==> src/rtl/trig_sched_pkg.sv <==
// Shared types and elaboration-time helpers for the trigger scheduler.
package trig_sched_pkg;

  typedef enum logic [1:0] {
    S_IDLE     = 2'd0,
    S_PULSE    = 2'd1,
    S_WAIT_ACK = 2'd2,
    S_HOLD     = 2'd3
  } state_t;

  function automatic int clog2(input int value);
    int r;
    r = 0;
    while ((1 << r) < value) r++;
    return r;
  endfunction

  function automatic int max3(input int a, input int b, input int c);
    int m;
    m = (a > b) ? a : b;
    return (m > c) ? m : c;
  endfunction

endpackage

==> src/rtl/trig_rr_pick.sv <==
// Round-robin picker: first set bit of pend searching upward from last+1, wrapping at N.
module trig_rr_pick #(
  parameter int N = 2,
  parameter int W = 1
) (
  input  logic [N-1:0] pend,
  input  logic [W-1:0] last,
  output logic [W-1:0] idx,
  output logic         any
);

  // Walk from the farthest candidate back to the nearest so the nearest set bit wins.
  always_comb begin
    logic [W-1:0] pos;
    pos = '0;
    idx = '0;
    for (int k = N; k >= 1; k--) begin
      pos = W'((int'(last) + k) % N);
      if (pend[pos]) idx = pos;
    end
  end

  assign any = |pend;

endmodule

==> src/rtl/trig_sched.sv <==
// Round-robin scheduler sharing one signal_trig between NUM_REQ requesters:
// pulse, wait for ack (or time out), hold off, then grant the next pending requester.
module trig_sched
  import trig_sched_pkg::*;
#(
  parameter int NUM_REQ = 2,
  parameter int PULSE_W = 4,
  parameter int ACK_TO  = 64,
  parameter int HOLDOFF = 16,
  parameter int ID_W    = 1
) (
  input  logic               clk,
  input  logic               rst,
  input  logic               en,
  input  logic [NUM_REQ-1:0] req,
  output logic               trig_out,
  input  logic               trig_ack,
  output logic               grant_vld,
  output logic [ID_W-1:0]    grant_id,
  output logic               done,
  output logic               timeout,
  output logic [NUM_REQ-1:0] drop,
  output logic               busy
);

  localparam int CNT_W = clog2(max3(PULSE_W, ACK_TO, HOLDOFF) + 1);

  state_t             state_reg, state_next;
  logic [CNT_W-1:0]   cnt_reg, cnt_next;
  logic [NUM_REQ-1:0] pend_reg, pend_clr;
  logic [ID_W-1:0]    last_reg, pick_idx;
  logic               pick_any, grant_fire;
  logic               trig_next, done_next, timeout_next, busy_next;

  trig_rr_pick #(.N(NUM_REQ), .W(ID_W)) u_pick (
    .pend (pend_reg),
    .last (last_reg),
    .idx  (pick_idx),
    .any  (pick_any)
  );

  assign grant_fire = (state_reg == S_IDLE) && en && pick_any;

  generate
    for (genvar gi = 0; gi < NUM_REQ; gi++) begin : g_clr
      assign pend_clr[gi] = grant_fire && (pick_idx == ID_W'(gi));
    end
  endgenerate

  always_ff @(posedge clk or posedge rst) begin
    if (rst) begin
      state_reg <= S_IDLE;
      cnt_reg   <= '0;
    end else begin
      state_reg <= state_next;
      cnt_reg   <= cnt_next;
    end
  end

  always_comb begin
    state_next = state_reg;
    cnt_next   = cnt_reg;
    case (state_reg)
      S_IDLE: begin
        if (en && pick_any) begin
          state_next = S_PULSE;
          cnt_next   = '0;
        end
      end
      S_PULSE: begin
        if (cnt_reg == CNT_W'(PULSE_W - 1)) begin
          state_next = S_WAIT_ACK;
          cnt_next   = '0;
        end else begin
          cnt_next = cnt_reg + CNT_W'(1);
        end
      end
      S_WAIT_ACK: begin
        if (trig_ack || (cnt_reg == CNT_W'(ACK_TO - 1))) begin
          state_next = (HOLDOFF == 0) ? S_IDLE : S_HOLD;
          cnt_next   = '0;
        end else begin
          cnt_next = cnt_reg + CNT_W'(1);
        end
      end
      S_HOLD: begin
        if (cnt_reg == CNT_W'(HOLDOFF - 1)) begin
          state_next = S_IDLE;
          cnt_next   = '0;
        end else begin
          cnt_next = cnt_reg + CNT_W'(1);
        end
      end
      default: begin
        state_next = S_IDLE;
        cnt_next   = '0;
      end
    endcase
  end

  // An ack on the final wait cycle takes priority over the timeout.
  always_comb begin
    trig_next    = (state_next == S_PULSE);
    done_next    = (state_reg == S_WAIT_ACK) && trig_ack;
    timeout_next = (state_reg == S_WAIT_ACK) && !trig_ack &&
                   (cnt_reg == CNT_W'(ACK_TO - 1));
    busy_next    = (state_next != S_IDLE);
  end

  always_ff @(posedge clk or posedge rst) begin
    if (rst) begin
      trig_out  <= 1'b0;
      grant_vld <= 1'b0;
      grant_id  <= '0;
      done      <= 1'b0;
      timeout   <= 1'b0;
      drop      <= '0;
      busy      <= 1'b0;
      pend_reg  <= '0;
      last_reg  <= ID_W'(NUM_REQ - 1);
    end else begin
      trig_out  <= trig_next;
      grant_vld <= grant_fire;
      done      <= done_next;
      timeout   <= timeout_next;
      busy      <= busy_next;
      // A new request on the bit being granted this cycle re-arms it without a drop.
      drop      <= req & pend_reg & ~pend_clr;
      pend_reg  <= (pend_reg & ~pend_clr) | req;
      if (grant_fire) begin
        grant_id <= pick_idx;
        last_reg <= pick_idx;
      end
    end
  end

endmodule
==> config.mk <==
export PLATFORM = sky130hd
export DESIGN_NAME = trig_sched
export DESIGN_NICKNAME = d
export VERILOG_FILES = /design/src/rtl/trig_sched_pkg.sv /design/src/rtl/trig_rr_pick.sv /design/src/rtl/trig_sched.sv
export SDC_FILE = /design/constraint.sdc
export NUM_CORES = 1
export LEC_CHECK = 0
export ABC_AREA = 1
export BUFFER_PORTS_ARGS = -buffer_cell sky130_fd_sc_hd__buf_2
export CORE_UTILIZATION = 40
export DETAILED_ROUTE_END_ITERATION = 16
export SYNTH_ARGS = -nofsm -noshare
export SYNTH_HDL_FRONTEND = slang
export SYNTH_SLANG_ARGS = --single-unit
==> constraint.sdc <==
create_clock -name clk -period 1.93 [get_ports clk]
set_input_delay 0.193 -clock clk [delete_from_list [all_inputs] [get_ports clk]]
set_output_delay 0.193 -clock clk [all_outputs]
set_load 0.01 [all_outputs]
## After elaboration in Yosys (flattened, before gate mapping)

Cells that the tools add are included.

- Bits in registers: 20
- Bits in latches: 0
- Memory bits (writable): 0
- Bits in read-only memories: 0
- Input port bits: 6
- Output and inout port bits: 8
- Logic and storage cells: 59
- Memories kept: 0

- $add $sub $neg: 3
- Multiply operators: 0
- Div/mod/pow operators: 0
- Magnitude comparators: 2
- Equality and inequality tests: 8
- Shifts and indexed selects: 0
- Muxes and demuxes: 16
- Bitwise logic cells: 6
- Reduce and logical (&&, ||, !) cells: 13

Operators with widths:

| operator | count |
|---|---|
| $mux W7 | 4 |
| $pmux W7 S4 | 1 |
| $logic_and A1 B1 Y1 | 8 |
| $mux W2 | 4 |
| $pmux W2 S4 | 1 |
| $add A7 B1 Y7 const B | 1 |
| $eq A7 B2 Y1 const B | 1 |
| $eq A7 B4 Y1 const B | 1 |
| $eq A7 B6 Y1 const B | 1 |
| $and A2 B2 Y2 | 3 |
| $mux W1 | 6 |
| $eq A2 B1 Y1 const B | 2 |
| $eq A2 B2 Y1 const B | 2 |
| $lt A1 B2 Y1 const B | 2 |
| $add A1 B1 Y1 const B | 2 |
| $logic_not A2 Y1 | 1 |
| $ne A2 B1 Y1 const B | 1 |
| $not A2 Y2 | 1 |
| $or A2 B2 Y2 | 1 |
| $reduce_bool A2 Y1 | 1 |
| $reduce_or A2 Y1 | 1 |
| $logic_not A1 Y1 | 1 |
| $logic_or A1 B1 Y1 | 1 |
| $not A1 Y1 | 1 |

## Depth between registers and ports, before layout

Gate-level depths: netlist of run 1.

- Depth after elaboration: 10
- Gate-level depth with buffers: 9
- Depth with buffers taken out: 9

## By module

From an unflattened synthesis of run 1, not the netlist that was laid out.

- Cell total of the unflattened synthesis: 127
- Area, all modules: 989.7 um2

By module, submodules not included:

| module | times used | cells each | area each (um2) |
|---|---|---|---|
| trig_sched | 1 | 124 | 974.7 |
| trig_rr_pick | 1 | 3 | 15.0 |

## Worst setup path before layout of run 1

OpenSTA, ideal clock, no wires.

- Path type: register to register
- From: register cnt_reg[0]
- To: register cnt_reg[6]
- Setup time: 0.117 ns
- Arrival: 1.161 ns
- Required time: 1.813 ns
- Setup slack: 0.653 ns
- Cell stages (with the launch flop): 9
- Buffers on the path: 0
- Period minus slack after synthesis: 1.277 ns
- Cell sequence: dfrtp_1 > ha_1 > nand2_2 > nor2_8 > nand2_4 > nand2_4 > nand3_2 > nand2_1 > nand2_1

- Longest elaborated chain between the ends: 4

RTL lines:

| item | RTL line | RTL |
|---|---|---|
| from (decl) | trig_sched.sv:29 | `logic [CNT_W-1:0] cnt_reg, cnt_next;` |
| from (signal assigned) | trig_sched.sv:56 | `cnt_reg <= cnt_next;` |
| parallel branches: the longest is 3 deep, another holds $add A7 B1 Y7 | n/a |  |
| $pmux W7 S4 * | trig_sched.sv:63 | `case (state_reg)` |

Mark *: on every way between the ends.
A chain may end at the register's enable or synchronous reset.

## Worst setup path in the final report of run 1

- From: register cnt_reg[0]
- To: register busy

- Longest elaborated chain between the ends: 5

RTL lines:

| item | RTL line | RTL |
|---|---|---|
| $eq A7 B6 Y1 | trig_sched.sv:79 | `if (trig_ack \|\| (cnt_reg == CNT_W'(ACK_TO - 1))) begin` |
| $logic_or A1 B1 Y1 | trig_sched.sv:79 |  |
| $mux W2 | trig_sched.sv:79 |  |
| $pmux W2 S4 * | trig_sched.sv:63 |  |
| $reduce_bool A2 Y1 * | trig_sched.sv:107 | `busy_next = (state_next != S_IDLE);` |
| net busy_next | trig_sched.sv:33 | `logic trig_next, done_next, timeout_next, busy_next;` |
| to (signal assigned) | trig_sched.sv:126 | `busy <= busy_next;` |
| to (decl) | trig_sched.sv:23 | `output logic busy` |

The timed path passes the listed nets; every way through them passes the cells marked *.

==> qor.log, run 1 <==
qor: run_status.run_status finished with violations
qor: run_status.violations hold timing
qor: grt.track_usage 0.168
qor: grt.gr-total-overflow 0
qor: worst_setup_path.critPathRequiredTime 2.15 ns
qor: timing.max_freq 710 MHz
qor: die.die_width 53.5 µm
qor: grt.grt_first_pass_wirelength 3.31 mm
qor: die.fp-row-count 18
qor: clock_tree.cts_setup_buffers 0
qor: clock_tree.clockRootBuffer sky130_fd_sc_hd__clkbuf_4
qor: clock_tree.clock_sinks 20
qor: min_path.worst_hold_check_path_type input pin to asynchronous set/reset pin
qor: timing.final.period_utilization 0.730
qor: clock_tree.cts-buffers-inserted 3
qor: worst_setup_path.critical-path-slowest-cell sky130_fd_sc_hd__dfrtp_1
qor: routing.drt_first_pass_iters 3
qor: routing.post_detailed_route_via_to_cell_ratio 4.78
qor: pwr.vdd_ir_drop_max 0.810 mV
qor: worst_setup_path.ws_path_type flip-flop to flip-flop
qor: routing.drt_iter0_markers 6
qor: die.ios 14
qor: pwr.power_density 1350 mW/mm²
qor: yosys.yosys.area.top_type_share 0.448
qor: placement.io_buffers 13
qor: routing.dr_wl_met2 915 µm
qor: yosys.yosys.area.top_type sky130_fd_sc_hd__dfrtp_1
qor: timing.fin_worst_skew 0.00572 ns
qor: job.maxCapViolations 0
qor: final_layout.post_route_cells_drive_above_1_share 0.298
qor: yosys.synth.avg_cell_area 8.57 µm²
qor: yosys.synth_area_in_compound_gates 0.0330
qor: grt.grt_pass1_vias 760
qor: final_layout.fillerInstances 243
qor: die.floorplan.initialDensity 0.425
qor: yosys.combinational_family_with_the_most_area_after_synthesis simple AND/OR/NAND/NOR gates
qor: timing.finalWorstPathRequiredPeriod 1.41 ns
qor: routing.wl_met1 974 µm
qor: routing.avgRoutedWirePerCell 11.7 µm
qor: timing.worst_slew_pin_slew 0.741 ns
qor: routing.drcViolationCount 0
qor: final_layout.area_growth 14.6%
qor: timing.report.final.hold_viol_count 19
qor: die.dieArea 0.00287 mm²
qor: worst_setup_path.critPathMaxFanout 4
qor: worst_setup_path.critPathLaunchType flip-flop
qor: routing.drtAntennaViolNets 0
qor: final_layout.largest_reg_flops 7
qor: yosys.syn-instance-count 124
qor: worst_setup_path.worst_path_most_repeated_cell sky130_fd_sc_hd__nand2_2
qor: worst_setup_path.critPathArrivalTime 1.63 ns
qor: grt.grt_max_degree 21
qor: final_layout.insertedDiodeCount 0
qor: clock_tree.htreeDepth 1
qor: die.floorplan.die.height 53.5 µm
qor: clock_tree.clock_insertion_delay_worst_skew 0.31 ns
qor: yosys.muxShareOfSynthArea 0
qor: placement.finalWeightedCongestion 0.902
qor: yosys.library_cells_used_by_synthesis 23
qor: routing.routed-wl-met3 59 µm
qor: clock_tree.cts.reportedPaths.clkPinSlew 0.12 ns
qor: yosys.synth_simple_gate_area_frac 0.399
qor: worst_setup_path.timing.critical_path.slowest_cell_delay 0.40 ns
qor: timing.setup_viol 0
qor: final_layout.finalCoreUtilization 0.487
qor: final_layout.design_area 0.00122 mm²
qor: grt.number_of_antenna_violations_at_the_first_check_in_global_routing 0
qor: yosys.mapped_nets 131
qor: final_layout.design.final.nets 149
qor: placement.hpwl 1.53 mm
qor: routing.dr.max_layer_used met4
qor: timing.holdWs -0.0181 ns
qor: yosys.synth_warnings 0
qor: clock_tree.cts_tree built
qor: placement.post_dp_cell_area 0.00116 mm²
qor: worst_setup_path.critical_path.cell_chain ha_1 -> inv_1 -> nor2_1 -> nand2_2 -> nand2_4 -> nand3_2 -> nand2_2 -> nand2_1
qor: die.placeableCoreArea 0.00250 mm²
qor: yosys.post_synth_fa_ha_maj_area_fraction 0.0118
qor: yosys.synth-seq-cells 20
qor: routing.routed-via-count 817
qor: yosys.main_area_contributors_after_synthesis sky130_fd_sc_hd__dfrtp_1 (45%), sky130_fd_sc_hd__nand2_1 (12%), sky130_fd_sc_hd__inv_1 (5.7%)
qor: pwr.total_leakage_power 0.672 nW
qor: yosys.synthesis.area 0.00106 mm²
qor: clock_tree.ctsResizeCount 0
qor: timing.rsz0062_at_grt false
qor: timing.post_route_setup_tns 0 ns
qor: clock_tree.postCtsHoldBufs 0
qor: timing.final_max_slew_viol_count 0
qor: worst_setup_path.endpoint_kind flip-flop
qor: yosys.synth_sequential_area_ratio 0.472
qor: routing.postRouteWirelength 2.01 mm
qor: yosys.synth_xor_area_frac 0.0165
qor: timing.max_slew_margin 0.506
qor: clock_tree.max-clock-path-buffers 2
-- report_power, final --
part / switching, mW / internal (mW)
logic: 0.428 / 0.235
registers: 0.0785 / 0.549
clock network: 0.140 / 0.210
-- logic make-up after synthesis --
| kind of cell | count (synthesis) |
|---|---|
| simple gates | 76 |
| flops | 20 |
| buf+inv | 19 |
| compound gates | 6 |
| xor+xnor | 2 |
| fa+ha+maj | 1 |
-- metrics by stage --
step                setup slack [ns]  instances  power [mW]
global route                   0.416        171        1.78
finish                         0.522        171        1.64
detailed placement             0.555        167        1.30
CTS                            0.527        171        1.66
floorplan                      0.653        124        1.13
global placement               0.576        167        1.29
-- final timing paths --
path / from / to / slack [ns] / cells after the start
hold reg to reg: grant_id$_DFFE_PP0P_ / grant_id$_DFFE_PP0P_ / 0.49 / 2
hold / removal: rst / state_reg[1]$_DFF_PP0_ / -0.02 / 2
setup reg to reg: cnt_reg[0]$_DFFE_PP0P_ / busy$_DFF_PP0_ / 0.52 / 8
max in group asynchronous: rst / cnt_reg[3]$_DFFE_PP0P_ / 1.48 / 2
setup / recovery: cnt_reg[0]$_DFFE_PP0P_ / busy$_DFF_PP0_ / 0.52 / 8
min in group clk: trig_ack / timeout$_DFF_PP0_ / 0.05 / 2
-- layout make-up --
type,instances,area [µm²],area share
Multi-Input combinational cell,85,489,0.402
Inverter,19,71.3,0.0586
Clock buffer,3,22.5,0.0185
Tap cell,30,37.5,0.0308
Sequential cell,20,502,0.412
Timing Repair Buffer,13,65.1,0.0534
Clock inverter,1,30.0,0.0247
-- Yosys cell counts (all sizes together) --
cell type / count
nand2: 43
dfrtp: 19
inv: 19
nand3: 12
nor2: 12
nand4: 6
nor3: 3
o21ai: 3
a21oi: 1
dfstp: 1
ha: 1
o21a: 1
o31ai: 1
xnor2: 1
xor2: 1
-- critical path, delay by kind of cell, from the launching register on --
family | cells | cell delay [ns]
buffers and inverters | 1 | 0.05
AND/OR/NAND/NOR | 6 | 0.64
flip-flops | 1 | 0.40
adder cells (fa/ha/maj) | 1 | 0.23
-- cell usage in the layout, fill, tap and decap left out, drive strengths merged, types with 3 or more instances in the layout --
cell	instances
buf	13
clkbuf	3
dfrtp	19
inv	19
nand2	43
nand3	12
nand4	6
nor2	12
nor3	3
o21ai	3
-- per-layer routing --
metal,up-vias,track usage
met1,368,0.213
met2,13,0.256
met5,-,0
met3,8,0.0339
met4,0,0.110
li1,428,-
(Power assumes the default switching activity.)
==> run 2, diff against run 1 <==
clock period = 1.3 ns   (was 1.93 ns; I/O delays follow)
==> run 2 against run 1 <==
Against the previous run: the run ends with setup timing left; hold slack improved by 0.037 ns; wire length is 9.5% higher; final cell count rose by 12%; flip-flop and latch count unchanged; final area up 19%; clock-buffer cell count unchanged; total power rose by 68%; first-iteration DRC count rose to 2.8 times the previous value; combinational power rose by 100%; fmax grew 7.2%.
==> qor.log, run 2 (synthesis gave the netlist of run 1 again) <==
qor: run_status.violations setup timing
qor: clock_tree.max-clock-path-buffers 2 [unchanged]
qor: grt.track_usage 0.166 [-0.00208]
qor: grt.grt_pass1_vias 773 [+1.7%]
qor: clock_tree.cts_tree built
qor: timing.worst_slew_pin_slew 0.266 ns [-0.474 ns]
qor: worst_setup_path.ws_path_type flip-flop to flip-flop
qor: routing.drcViolationCount 0 [unchanged]
qor: timing.finalWorstPathRequiredPeriod 1.31 ns [-0.0946 ns]
qor: min_path.min-delay-start req[1]
qor: grt.gr-total-overflow 0 [unchanged]
qor: routing.avgRoutedWirePerCell 11.5 µm [-2.0%]
qor: worst_setup_path.reg2reg_from cnt_reg[5]$_DFFE_PP0P_
qor: clock_tree.clock_insertion_delay_worst_skew 0.30 ns [about the same]
qor: timing.holdWs 0.0188 ns [+0.0369 ns]
qor: die.dieArea 0.00287 mm² [unchanged]
qor: worst_setup_path.worst_r2r_endpoint busy$_DFF_PP0_
qor: clock_tree.cts.reportedPaths.clkPinSlew 0.12 ns [about the same]
qor: worst_setup_path.timing.reg2reg.worst_path_depth 6 [-2]
qor: die.placeableCoreArea 0.00250 mm² [unchanged]
qor: final_layout.layout.cells.most_common_list sky130_fd_sc_hd__nand2_1 (31), sky130_fd_sc_hd__dfrtp_1 (17), sky130_fd_sc_hd__inv_1 (16), sky130_fd_sc_hd__buf_4 (16), sky130_fd_sc_hd__buf_2 (13)
qor: final_layout.largest_reg_flops 7 [unchanged]
qor: placement.io_buffers 13 [unchanged]
qor: run_status.run_status finished with violations
qor: grt.number_of_antenna_violations_at_the_first_check_in_global_routing 0 [unchanged]
qor: final_layout.layout.cells.non_filler 191 [+12%]
qor: timing.layout_setup_ws -0.0137 ns [-0.535 ns]
qor: routing.drt_iter0_markers 17 [+11]
qor: timing.final.period_utilization 1.01 [+0.281]
qor: min_path.worst_hold_check_path_type input pin to flip-flop
qor: clock_tree.clock_sinks 20 [unchanged]
qor: pwr.power_density 1900 mW/mm² [+41%]
qor: routing.postRouteWirelength 2.20 mm [+9.5%]
qor: timing.post_route_setup_tns -0.0137 ns [-0.0137 ns]
qor: placement.finalWeightedCongestion 0.776 [-14%]
qor: die.floorplan.die.height 53.5 µm [unchanged]
qor: worst_setup_path.critPathArrivalTime 1.52 ns [-0.11 ns]
qor: grt.grt_max_degree 21 [unchanged]
qor: clock_tree.clockRootBuffer sky130_fd_sc_hd__clkbuf_4
qor: final_layout.design.final.nets 169 [+13%]
qor: worst_setup_path.critical_path.n_buffers_inverters 0 [-1]
qor: routing.routed-via-count 909 [+11%]
qor: final_layout.post_route_cells_drive_above_1_share 0.441 [+0.143]
qor: routing.drt_first_pass_iters 4 [+1]
qor: timing.max_slew_margin 0.822 [+0.317]
qor: placement.hpwl 1.60 mm [+4.1%]
qor: final_layout.insertedDiodeCount 0 [unchanged]
qor: placement.place.detailed.instances 179 [+7.2%]
qor: die.floorplan.initialDensity 0.425 [unchanged]
qor: timing.fin_worst_skew 0.00422 ns [-0.00149 ns]
qor: grt.grt_first_pass_wirelength 3.35 mm [+1.2%]
qor: pwr.total_leakage_power 0.792 nW [+18%]
qor: min_path.worstHoldPathCells 3
qor: worst_setup_path.endpoint_kind flip-flop
qor: placement.post_dp_cell_area 0.00127 mm² [+8.8%]
qor: timing.report.final.hold_viol_count 0 [-19]
qor: die.die_width 53.5 µm [unchanged]
qor: timing.final_max_slew_viol_count 0 [unchanged]
qor: routing.drtAntennaViolNets 0 [unchanged]
qor: placement.dpl_worst_slack -0.0356 ns [-0.591 ns]
qor: pwr.design_power_total 2.76 mW [+68%]
qor: worst_setup_path.critPathRequiredTime 1.50 ns [-0.65 ns]
qor: min_path.hold_end pend_reg[1]$_DFF_PP0_
qor: pwr.vdd_ir_drop_max 1.39 mV [+72%]
qor: worst_setup_path.worst_path_most_repeated_cell sky130_fd_sc_hd__nand2_2
qor: worst_setup_path.critPathLaunchType flip-flop
qor: timing.max_freq 761 MHz [+7.2%]
qor: worst_setup_path.r2r_slack -0.01 ns [-0.54 ns]
qor: final_layout.design_area 0.00145 mm² [+19%]
qor: timing.rsz0062_at_grt true
qor: final_layout.area_growth 36.6%
qor: worst_setup_path.cpLargestDelayFamily simple AND/OR/NAND/NOR gates
qor: die.ios 14 [unchanged]
qor: final_layout.final_common_cell sky130_fd_sc_hd__nand2_1
qor: die.fp-row-count 18 [unchanged]
qor: worst_setup_path.timing.critical_path.slowest_cell_delay 0.46 ns [+0.06 ns]
qor: worst_setup_path.critical_path.cell_chain nor3_4 -> nand2_2 -> nand2_4 -> nand3_2 -> nand2_2 -> nand2_1
qor: clock_tree.htreeDepth 1 [unchanged]
qor: routing.post_detailed_route_via_to_cell_ratio 4.76 [-0.39%]
qor: job.maxCapViolations 0 [unchanged]
qor: clock_tree.cts-buffers-inserted 3 [unchanged]
qor: final_layout.finalCoreUtilization 0.581 [+0.0936]
qor: worst_setup_path.critical-path-slowest-cell sky130_fd_sc_hd__dfrtp_2
qor: timing.setup_viol 1 [+1]
qor: worst_setup_path.critPathMaxFanout 4 [unchanged]
## run 2: cell types whose count changed in the layout (fill, tap and decap cells not counted), sizes merged
| cell | previous run | this run |
|---|---|---|
| buf | 13 | 31 |
| dlygate4sd3 | 0 | 2 |
## run 2: worst max-delay path by stage
stage	end	startpoint	slack, ns	cells past startpoint
6_report	busy$_DFF_PP0_	cnt_reg[5]$_DFFE_PP0P_	-0.01	6
5_1_grt	cnt_reg[3]$_DFFE_PP0P_	cnt_reg[5]$_DFFE_PP0P_	-0.09	6
4_1_cts	cnt_reg[4]$_DFFE_PP0P_	cnt_reg[1]$_DFFE_PP0P_	-0.02	8
3_5_place_dp	busy$_DFF_PP0_	cnt_reg[0]$_DFFE_PP0P_	-0.04	9
3_3_place_gp	busy$_DFF_PP0_	cnt_reg[0]$_DFFE_PP0P_	-0.03	9
2_1_floorplan	cnt_reg[6]$_DFFE_PP0P_	cnt_reg[0]$_DFFE_PP0P_	0.02	8
## run 2: where the power goes
| part | switching [mW] | total [mW] | internal [mW] |
|---|---|---|---|
| clock | 0.196 | 0.508 | 0.312 |
| sequential | 0.110 | 0.924 | 0.814 |
| combinational | 0.754 | 1.33 | 0.573 |
## run 2: layout make-up
cell class	instances	area (µm²)
multi-input cells	85	549
well taps	30	37.5
repair buffers	33	236
clock inverters	1	30.0
clock buffers	3	22.5
flip-flops and latches	20	504
inverters	19	71.3
fillers	217	1050
## run 2: timing repair
| action | 4_1_cts | 5_1_grt |
|---|---|---|
| setup endpoints to repair | 9 | 11 |
| gates cloned | 0 | 0 |
| hold endpoints to repair | 19 | 1 |
| pin swaps | 7 | 13 |
| buffers inserted | 3 | 3 |
| resized for setup | 5 | 10 |
| hold buffers | 1 | 1 |
## run 2: worst min-delay path, stage by stage
cell and delay (ns):
sky130_fd_sc_hd__buf_2 0.08, sky130_fd_sc_hd__inv_1 0.04, sky130_fd_sc_hd__nand2_1 0.05
## run 2: routing by layer
layer / track usage / routed length (µm) / part of all wire
met1: 0.218 / 1020 / 0.46
met2: 0.265 / 1090 / 0.49
met3: 0.0339 / 66 / 0.030
met4: 0.0658 / 28 / 0.013
met5: 0 / 0 / 0
==> run 3, diff against run 2 <==
ABC_AREA = not set   (was 1)
==> run 3 against run 2 <==
Against the previous run: the flow still finishes with violations (setup timing); final area up 0.26%; worst setup slack lost 0.15 ns; die area is 1.8% lower; clock power shrank 28%; synthesized area is 1.9% lower; core utilization rose by 0.68 points; synthesized cell count down 18%; largest cell class unchanged.
==> qor.log, run 3 <==
qor: run_status.run_status finished with violations
qor: timing.report.final.hold_viol_count 0 [unchanged]
qor: job.maxCapViolations 0 [unchanged]
qor: timing.layout_setup_ws -0.164 ns [-0.150 ns]
qor: die.ios 14 [unchanged]
qor: timing.holdWs 0.0332 ns [+0.0144 ns]
qor: final_layout.fillerInstances 218 [+0.46%]
qor: yosys.synth-edff-count 0 [unchanged]
qor: die.floorplan.die.height 53.0 µm [-0.92%]
qor: final_layout.finalCoreUtilization 0.587 [+0.00679]
qor: die.dieArea 0.00281 mm² [-1.8%]
qor: yosys.syn-instance-count 102 [-18%]
qor: worst_setup_path.worst_r2r_endpoint cnt_reg[4]$_DFFE_PP0P_
qor: timing.rsz0062_at_grt true
qor: timing.finalWorstPathRequiredPeriod 1.46 ns [+0.150 ns]
qor: min_path.hold_end pend_reg[1]$_DFF_PP0_
qor: placement.finalWeightedCongestion 0.857 [+11%]
qor: timing.final.period_utilization 1.13 [+0.115]
qor: timing.worst_slew_pin_slew 0.303 ns [+0.0364 ns]
qor: yosys.synth_sequential_area_ratio 0.481 [+0.00907]
qor: worst_setup_path.endpoint_kind flip-flop
qor: final_layout.layout.cells.most_common_list sky130_fd_sc_hd__buf_4 (27), sky130_fd_sc_hd__dfrtp_1 (18), sky130_fd_sc_hd__buf_2 (13)
qor: grt.gr-total-overflow 0 [unchanged]
qor: pwr.design_power_total 2.75 mW [-0.50%]
qor: die.fp-row-count 18 [unchanged]
qor: grt.grt_pass1_vias 931 [+20%]
qor: clock_tree.htreeDepth 1 [unchanged]
qor: yosys.yosys.area.top_type sky130_fd_sc_hd__dfrtp_1
qor: grt.grt_first_pass_wirelength 3.97 mm [+19%]
qor: routing.post_detailed_route_via_to_cell_ratio 5.24 [+10%]
qor: clock_tree.clock_insertion_delay_worst_skew 0.30 ns [about the same]
qor: yosys.asyncSetResetFlopFracSynth 1.00 [unchanged]
qor: run_status.violations setup timing
qor: pwr.total_leakage_power 0.665 nW [-16%]
qor: yosys.main_area_contributors_after_synthesis sky130_fd_sc_hd__dfrtp_1 (46%), sky130_fd_sc_hd__o21ai_0 (4.8%), sky130_fd_sc_hd__nand2_1 (4.7%)
qor: worst_setup_path.timing.reg2reg.worst_path_depth 5 [-1]
qor: worst_setup_path.r2r_slack -0.16 ns [-0.15 ns]
qor: worst_setup_path.critPathArrivalTime 1.65 ns [+0.13 ns]
qor: die.floorplan.initialDensity 0.421 [-0.00422]
qor: placement.hpwl 1.68 mm [+5.0%]
qor: worst_setup_path.critPathMaxFanout 6 [+2]
qor: yosys.yosys.area.top_type_share 0.456 [+0.00860]
qor: worst_setup_path.ws_path_type flip-flop to flip-flop
qor: worst_setup_path.critPathRequiredTime 1.49 ns [about the same]
qor: clock_tree.cts-buffers-inserted 3 [unchanged]
qor: routing.avgRoutedWirePerCell 13.8 µm [+20%]
qor: clock_tree.clock_sinks 20 [unchanged]
qor: die.placeableCoreArea 0.00248 mm² [-0.90%]
qor: yosys.synth.avg_cell_area 10.2 µm² [+19%]
qor: final_layout.area_growth 39.6%
qor: final_layout.area_of_combinational_cells_with_multiple_inputs 559 µm² [+1.8%]
qor: final_layout.ff_latch_area 503 µm² [-0.25%]
qor: final_layout.final_common_cell sky130_fd_sc_hd__buf_4
qor: timing.max_slew_margin 0.798 [-0.0243]
qor: yosys.yosys-top-cells-count sky130_fd_sc_hd__dfrtp_1 (19), sky130_fd_sc_hd__nand2_1 (13), sky130_fd_sc_hd__o21ai_0 (10)
qor: yosys.synthesis.area 0.00104 mm² [-1.9%]
qor: routing.drt_iter0_markers 10 [-7]
qor: final_layout.design.final.nets 150 [-11%]
qor: timing.setup_viol 11 [+10]
qor: yosys.synth-seq-cells 20 [unchanged]
qor: timing.post_route_setup_tns -1.37 ns [-1.36 ns]
qor: timing.fin_worst_skew 0.000580 ns [-0.00364 ns]
qor: clock_tree.clockRootBuffer sky130_fd_sc_hd__clkbuf_4
qor: placement.dpl_worst_slack -0.224 ns [-0.188 ns]
qor: yosys.synth_top_flop_cell sky130_fd_sc_hd__dfrtp_1
qor: yosys.synthMostInstantiatedCell sky130_fd_sc_hd__dfrtp_1
qor: worst_setup_path.reg2reg_from cnt_reg[0]$_DFFE_PP0P_
qor: final_layout.insertedDiodeCount 0 [unchanged]
qor: min_path.min-delay-start req[1]
qor: clock_tree.cts_tree built
qor: clock_tree.cts.reportedPaths.clkPinSlew 0.12 ns [about the same]
qor: grt.grt_max_degree 14 [-33%]
qor: final_layout.largest_reg_flops 7 [unchanged]
qor: routing.drtAntennaViolNets 0 [unchanged]
qor: worst_setup_path.critPathLaunchType flip-flop
qor: routing.routed-via-count 901 [-0.88%]
qor: die.die_width 53.0 µm [-0.92%]
qor: clock_tree.max-clock-path-buffers 2 [unchanged]
qor: yosys.synth_warnings 0 [unchanged]
qor: routing.postRouteWirelength 2.38 mm [+8.3%]
qor: min_path.worst_hold_check_path_type input pin to flip-flop
qor: placement.io_buffers 13 [unchanged]
qor: pwr.power_density 1890 mW/mm² [-0.76%]
qor: grt.track_usage 0.194 [+0.0279]
qor: timing.max_freq 683 MHz [-10%]
qor: min_path.worstHoldPathCells 2 [-1]
qor: timing.final_max_slew_viol_count 0 [unchanged]
qor: pwr.vdd_ir_drop_max 1.11 mV [-20%]
qor: yosys.library_cells_used_by_synthesis 41 [+78%]
qor: routing.drcViolationCount 0 [unchanged]
qor: routing.drt_first_pass_iters 4 [unchanged]
qor: grt.number_of_antenna_violations_at_the_first_check_in_global_routing 0 [unchanged]
qor: yosys.mapped_nets 109 [-17%]
qor: final_layout.post_route_cells_drive_above_1_share 0.486 [+0.0449]
run 3: changes by cell type in the layout (fill, tap and decap cells not counted), moves of 3 or more:
cell	change
sky130_fd_sc_hd__nand4_1	-5
sky130_fd_sc_hd__nand3_2	-5
sky130_fd_sc_hd__and3_1	+3
sky130_fd_sc_hd__nand3_1	-3
sky130_fd_sc_hd__nand2_2	-6
sky130_fd_sc_hd__nor2_2	-6
sky130_fd_sc_hd__buf_4	+11
sky130_fd_sc_hd__and2_1	+3
sky130_fd_sc_hd__nand2_4	-5
sky130_fd_sc_hd__inv_2	-3
sky130_fd_sc_hd__inv_1	-11
sky130_fd_sc_hd__nand2_1	-19
sky130_fd_sc_hd__o21ai_1	+6
run 3: worst max-delay path by stage:
stage                            from                      to  slack (ns)  cells past startpoint
3_5_place_dp   cnt_reg[1]$_DFFE_PP0P_  cnt_reg[6]$_DFFE_PP0P_       -0.22                      5
2_1_floorplan  cnt_reg[0]$_DFFE_PP0P_  cnt_reg[5]$_DFFE_PP0P_       -0.12                      5
6_report       cnt_reg[0]$_DFFE_PP0P_  cnt_reg[4]$_DFFE_PP0P_       -0.16                      5
4_1_cts        cnt_reg[0]$_DFFE_PP0P_  cnt_reg[0]$_DFFE_PP0P_       -0.16                      5
5_1_grt        cnt_reg[0]$_DFFE_PP0P_  state_reg[0]$_DFF_PP0_       -0.29                      6
3_3_place_gp   cnt_reg[1]$_DFFE_PP0P_  cnt_reg[5]$_DFFE_PP0P_       -0.18                      5
run 3: power by group:
part           leakage, nW  internal, mW  switching, mW
clock               0.0210         0.171          0.197
combinational        0.409         0.744          0.629
sequential           0.235         0.805          0.201
run 3: per-layer routing:
layer,share of wire,track usage,routed length [µm]
met1,0.45,0.241,1070
met4,0.015,0.0789,36
met2,0.51,0.333,1210
met3,0.029,0.0259,69
met5,0,0,0
run 3: metrics by stage:
step,instance area (µm²),cells
2_1_floorplan,1050,102
3_3_place_gp,1260,159
3_5_place_dp,1260,159
4_1_cts,1350,168
5_1_grt,1460,172
6_report,1460,172
run 3: logic make-up after synthesis:
group / Yosys count / synth area share
AND/OR/NAND/NOR: 40 / 0.228
AO/OA/AOI/OAI: 26 / 0.172
flip-flops: 20 / 0.481
buffers and inverters: 12 / 0.0672
multiplexers: 2 / 0.0312
XOR/XNOR: 1 / 0.00840
adder cells (fa/ha/maj): 1 / 0.0120
run 3: final cells by class:
type / count / share of cell area
multi-input cells: 70 / 0.384
flip-flops and latches: 20 / 0.346
repair buffers: 43 / 0.206
well taps: 30 / 0.0258
clock buffers: 4 / 0.0249
inverters: 5 / 0.0129
run 3: critical path, stage by stage (launching register included):
cell                       delay, ns
sky130_fd_sc_hd__dfrtp_1        0.42
sky130_fd_sc_hd__ha_4           0.17
sky130_fd_sc_hd__nor4b_4        0.27
sky130_fd_sc_hd__o21ai_2        0.13
sky130_fd_sc_hd__mux2i_4        0.24
sky130_fd_sc_hd__o211ai_1       0.12
run 3: what timing repair did:
| action | CTS | global route |
|---|---|---|
| hold buffers | 1 | 0 |
| setup endpoints to repair | 13 | 15 |
| gates resized for setup | 8 | 18 |
| pin swaps | 8 | 13 |
| endpoints found under the hold margin | 6 | 0 |
| setup buffers | 4 | 5 |
